**src/rtl/seg7_scan_decoder.sv**
```systemverilog
// Display monitor: recovers hex nibbles from a scanned, active-low 7-segment drive bus.
// Define SEG7_TIMEOUT_EN to build per-digit staleness counters that expire valid/blank.
module seg7_scan_decoder #(
  parameter int NUM_DIGITS     = 4,
  parameter int STABLE_CYCLES  = 4,
  parameter int TIMEOUT_CYCLES = 1000000
) (
  input  logic                    clk,
  input  logic                    reset,
  input  logic [6:0]              seg_in,
  input  logic [NUM_DIGITS-1:0]   dig_en,
  output logic [4*NUM_DIGITS-1:0] hex_out,
  output logic [NUM_DIGITS-1:0]   valid,
  output logic [NUM_DIGITS-1:0]   blank,
  output logic                    err,
  output logic                    upd,
  output logic [2:0]              upd_idx
);

  // state   | meaning
  // IDLE    | digit select zero or multi-hot, counter parked at 0
  // COUNT   | one-hot sample seen, counting identical consecutive samples
  // CAPTURE | stable pattern present for STABLE_CYCLES, decode into its digit
  // HOLD    | captured, waiting for the sample to change
  localparam logic [1:0] IDLE    = 2'd0;
  localparam logic [1:0] COUNT   = 2'd1;
  localparam logic [1:0] CAPTURE = 2'd2;
  localparam logic [1:0] HOLD    = 2'd3;

  localparam logic [7:0] STABLE_CNT = 8'(STABLE_CYCLES);

  logic [6:0]            seg_q, seg_p;
  logic [NUM_DIGITS-1:0] dig_q, dig_p;
  logic [1:0]            state, state_n;
  logic [7:0]            cnt, cnt_n;
  logic                  cap, same, dig_ok, known, is_blank;
  logic [4:0]            dec;
  logic [2:0]            cap_idx;

  function automatic logic is_onehot(input logic [NUM_DIGITS-1:0] v);
    return (v != '0) && ((v & (v - 1'b1)) == '0);
  endfunction

  function automatic logic [2:0] onehot_idx(input logic [NUM_DIGITS-1:0] v);
    logic [2:0] idx;
    idx = 3'd0;
    for (int i = 0; i < NUM_DIGITS; i++)
      if (v[i]) idx = 3'(i);
    return idx;
  endfunction

  // {known, nibble}; blank and unknown codes both return known=0
  function automatic logic [4:0] decode(input logic [6:0] s);
    logic [4:0] r;
    r = 5'h00;
    case (s)
      7'h40: r = 5'h10;  7'h79: r = 5'h11;  7'h24: r = 5'h12;  7'h30: r = 5'h13;
      7'h19: r = 5'h14;  7'h12: r = 5'h15;  7'h02: r = 5'h16;  7'h78: r = 5'h17;
      7'h00: r = 5'h18;  7'h10: r = 5'h19;  7'h08: r = 5'h1A;  7'h03: r = 5'h1B;
      7'h46: r = 5'h1C;  7'h21: r = 5'h1D;  7'h06: r = 5'h1E;  7'h0E: r = 5'h1F;
      default: r = 5'h00;
    endcase
    return r;
  endfunction

  assign same     = (seg_q == seg_p) && (dig_q == dig_p);
  assign dig_ok   = is_onehot(dig_q);
  // seg_p/dig_p hold the last sample that was proven stable when CAPTURE is active
  assign dec      = decode(seg_p);
  assign known    = dec[4];
  assign is_blank = (seg_p == 7'h7F);
  assign cap_idx  = onehot_idx(dig_p);

  always_comb begin
    state_n = state;
    cnt_n   = cnt;
    cap     = 1'b0;
    if (!dig_ok) begin
      state_n = IDLE;
      cnt_n   = 8'd0;
    end else begin
      case (state)
        IDLE: begin
          state_n = COUNT;
          cnt_n   = 8'd1;
        end
        COUNT: begin
          if (same) cnt_n = (cnt == 8'hFF) ? cnt : cnt + 8'd1;
          else      cnt_n = 8'd1;
          if (cnt_n >= STABLE_CNT) state_n = CAPTURE;
        end
        CAPTURE: begin
          cap = 1'b1;
          // a change landing on the capture edge starts a new count rather than being lost in HOLD
          if (same) begin
            state_n = HOLD;
          end else begin
            state_n = COUNT;
            cnt_n   = 8'd1;
          end
        end
        default: begin
          if (!same) begin
            state_n = COUNT;
            cnt_n   = 8'd1;
          end
        end
      endcase
    end
  end

  always_ff @(posedge clk) begin
    if (reset) begin
      seg_q <= '0;
      seg_p <= '0;
      dig_q <= '0;
      dig_p <= '0;
      state <= IDLE;
      cnt   <= '0;
    end else begin
      seg_q <= seg_in;
      seg_p <= seg_q;
      dig_q <= dig_en;
      dig_p <= dig_q;
      state <= state_n;
      cnt   <= cnt_n;
    end
  end

`ifdef SEG7_TIMEOUT_EN
  localparam int TW = $clog2(TIMEOUT_CYCLES + 1);
  logic [TW-1:0] stale [NUM_DIGITS];
`endif

  always_ff @(posedge clk) begin
    if (reset) begin
      hex_out <= '0;
      valid   <= '0;
      blank   <= '0;
      err     <= 1'b0;
      upd     <= 1'b0;
      upd_idx <= 3'd0;
`ifdef SEG7_TIMEOUT_EN
      for (int i = 0; i < NUM_DIGITS; i++) stale[i] <= '0;
`endif
    end else begin
      upd <= cap;
      err <= cap && !known && !is_blank;
      if (cap) upd_idx <= cap_idx;
      for (int i = 0; i < NUM_DIGITS; i++) begin
        if (cap && dig_p[i]) begin
          if (known) begin
            hex_out[4*i +: 4] <= dec[3:0];
            valid[i]          <= 1'b1;
            blank[i]          <= 1'b0;
          end else begin
            valid[i] <= 1'b0;
            blank[i] <= is_blank;
          end
`ifdef SEG7_TIMEOUT_EN
          stale[i] <= '0;
        end else if (stale[i] != TW'(TIMEOUT_CYCLES)) begin
          stale[i] <= stale[i] + 1'b1;
          if (stale[i] == TW'(TIMEOUT_CYCLES - 1)) begin
            valid[i] <= 1'b0;
            blank[i] <= 1'b0;
          end
`endif
        end
      end
    end
  end

endmodule
```
**config.mk**
```make
export PLATFORM = sky130hd
export DESIGN_NAME = seg7_scan_decoder
export DESIGN_NICKNAME = d
export VERILOG_FILES = /design/src/rtl/seg7_scan_decoder.sv
export SDC_FILE = /design/constraint.sdc
export NUM_CORES = 1
export LEC_CHECK = 0
export ABC_AREA = 1
export BUFFER_PORTS_ARGS = -buffer_cell sky130_fd_sc_hd__buf_2
export CORE_AREA = 2 2 78 80
export CTS_CLUSTER_DIAMETER = 40
export CTS_CLUSTER_SIZE = 12
export DETAILED_ROUTE_END_ITERATION = 12
export DIE_AREA = 0 0 80 82
export HOLD_SLACK_MARGIN = 0.12
export PLACE_DENSITY = 0.71
export SYNTH_ARGS = -nofsm -noshare
export SYNTH_HDL_FRONTEND = slang
export SYNTH_SLANG_ARGS = --single-unit
```
**constraint.sdc**
```tcl
create_clock -name clk -period 1.73 [get_ports clk]
set_input_delay 0.519 -clock clk [delete_from_list [all_inputs] [get_ports clk]]
set_output_delay 0.519 -clock clk [all_outputs]
set_load 0.005 [all_outputs]
```
==> reports/metrics.yaml <==
critical_path:
  worstPathMaxFanout: 4
  r2r_end: "state[1]"
  path_cells: "inv_1 > nand2_1 > nand2_1 > nand3_1 > nor2_4 > buf_4 > nand3_1 > nand2_2 > nor2_2 > nand2_2 > nand3_1 > nand2_1 > nor2_1"
  slowest_delay_ns: 0.31
  ff2ff_path_depth: 13
  cp-start-kind: "flop"
  critPathKind: "flop to flop"
  critPathSlowestCell: "dfxtp_1"
  cp_data_arrival_time_ns: 1.93
  reg2reg_slack_ns: 0.05
  endpoint_kind: "flop"
  required_ns: 1.97
  r2r-start: "dig_p[1]"
drt:
  viasPerCell: 5.14
  drtIter0Drc: 113
  drc_errors: 0
  vias: 2842
  dr.pass1.iters: 5
  ant_nets: 0
  drt_wl_total_microns: 6920
  wl_per_cell_microns: 12.5
layout:
  drive_above_1_share: 0.301
  final_cell_mix: "nand2_1, dfxtp_1, nor2_1"
  antennaDiodeCount: 0
  seqCellArea_sq_mm: 0.00123
  synthToLayoutAreaGrowth_pct: 32.0
  nets: 491
  mostFrequentLayoutCell: "nand2_1"
  fin_util: 0.645
  multi_input_area_sq_mm: 0.00148
  fin_cells: 553
  n_fill_cell: 519
worst_hold_path:
  hold-path-endpoint: "dig_q[3]"
  hp-class: "primary input to flop"
  hold_depth: 3
  worstHoldStart: "dig_en[3]"
yosys:
  syn_avg_cell_area_sq_um: 6.98
  synth_cells: 402
  yosys_most_used_dff: "dfxtp_1"
  seq_area_frac_synth: 0.428
  synth_edf_count: 0
  synth_nets: 420
  synth_top_area_share: 0.428
  synth.area.top_cells: "dfxtp_1, nand2_1, nor2_1, inv_1, a21oi_1"
  synth_warnings: 0
  async_flop_share: 0
  synth_top_area_cell: "dfxtp_1"
  syn_area_sq_mm: 0.00281
  synth-seq-cells: 60
  synth_cell_types: 32
placement:
  place_congestion: 0.921
  placed_cells: 532
  portBuffers: 40
  hpwl_microns: 4910
clock_network:
  cts-root-buf: "clkbuf_8"
  cts.sinks: 60
  clockBufferDepth: 2
  cts_tree: "built"
  htreeDepth: 3
  cts_hold_buf: 0
  clk_pin_slew_ns: 0.07
  clk_latency_ns: 0.34
  cts_buffers: 9
floorplanning:
  die_width_microns: 80
  die_area_sq_mm: 0.00656
  start_util: 0.489
  row_count: 28
  io_pins: 42
  core-area_sq_mm: 0.00575
  die_h_microns: 82
sta:
  setup_viol: 0
  finalHoldViolations: 0
  fin_tns_setup_ns: 0
  clock.fmax_ghz: 0.594
  finClkSkew_ns: 0.00962
  maxSlewViolCount: 0
  period_share: 0.974
  grt_setup_unrepaired: "true"
  finalCriticalPeriod_ns: 1.68
power:
  power_frac_seq: 0.428
  clkPwrFrac: 0.465
  leakage_uw: 0.00172
  p_int_uw: 2550
  p_sw_uw: 824
  switching_share: 0.245
  comb_power_share: 0.107
  power_density_mw_per_mm2: 909
  ir_drop_mv: 0.604
grt:
  grt_usage: 0.214
  antenna_found_initial: 0
  grt_pass1_vias: 2472
  grt_pass1_wl_microns: 10800
  grt_max_degree: 37
  grt-ovfl-total: 0
outcome:
  status: "completed"
flow_run:
  maxCapViolations: 0
## critical path, delay by kind of cell (launching register included)
kind	cells	cell delay, ns
AND/OR/NAND/NOR	11	1.01
buffers and inverters	2	0.25
flip-flops	1	0.31
## power groups by stage
stage                     sequential, uW  combinational [uW]  clock (uW)
after floorplan                     1470                 223           0
after global placement              1480                 297           0
after detailed placement            1480                 302           0
after CTS                           1450                 311        1590
after global routing                1450                 401        1650
final                               1440                 359        1570
## layout make-up
class                      count  area share
timing repair buffer          70       0.119
inverter                      56      0.0574
clock buffer                  10      0.0371
multi-input combinational    276       0.400
clock inverter                 6      0.0300
tap                           75      0.0253
sequential                    60       0.331
## cell usage after synthesis, drive strengths merged (3+ instances only)
library cell / number
buf: 7
inv: 56
clkbuf: 3
ha: 5
a21oi: 38
nand3: 33
nor2: 61
o21ai: 20
nor3: 12
nand2: 86
nand4: 6
dfxtp: 60
## how the worst max path moves through the flow
| stage | to | slack (ns) | startpoint | cells past startpoint |
|---|---|---|---|---|
| 3_5_place_dp | hex_out[13] | -0.07 | seg_p[3] | 9 |
| 3_3_place_gp | hex_out[0] | -0.08 | seg_p[5] | 9 |
| 5_1_grt | state[0] | -0.11 | seg_p[5] | 14 |
| 6_report | state[1] | 0.05 | dig_p[1] | 13 |
| 2_1_floorplan | state[0] | 0.13 | seg_p[2] | 10 |
| 4_1_cts | hex_out[9] | 0.002 | seg_p[2] | 9 |
## layer usage
metal / GRT usage / vias to the layer above / share of wire
met5: 0 / - / 0
met4: 0.0966 / 0 / 0.023
met3: 0.0418 / 17 / 0.044
met2: 0.352 / 83 / 0.48
met1: 0.272 / 1302 / 0.45
li1: - / 1440 / -
## state kept, by name, summed over array words and instances, names as in the netlist
register / cells
hex_out: 16
cnt: 8
seg_p: 7
seg_q: 7
blank: 4
dig_p: 4
dig_q: 4
valid: 4
state: 2
upd_idx: 2
err: 1
upd: 1
## timing repair
action | in CTS | in global routing
hold endpoints to repair | 0 | 0
buffers inserted | 0 | 5
endpoints found under the setup margin | 20 | 31
pin swaps | 1 | 9
gates resized for setup | 16 | 51
## stage by stage
stage	setup slack [ns]	hold WS [ns]	instance area [sq um]	total power [uW]
6_report	0.0451	0.378	3710	3370
5_1_grt	-0.111	0.386	3710	3500
4_1_cts	0.00226	0.368	3520	3350
3_5_place_dp	-0.0691	0.438	3230	1780
3_3_place_gp	-0.0836	0.433	3230	1770
2_1_floorplan	0.128	0.424	2810	1690
## logic make-up (layout without fill, tap and decap cells)
logic type / count (synthesis) / in the layout / synth area share
AOI/OAI and AO/OA: 66 / 66 / 0.125
xor gates and xnor gates: 1 / 1 / 0.00312
adders and majority gates: 5 / 5 / 0.0223
buffers and inverters: 66 / 142 / 0.0967
DFF: 60 / 60 / 0.428
other: 1 / 1 / 0.00134
and+or+nand+nor: 203 / 203 / 0.324
Note: power is estimated with default switching activity, not from simulation.
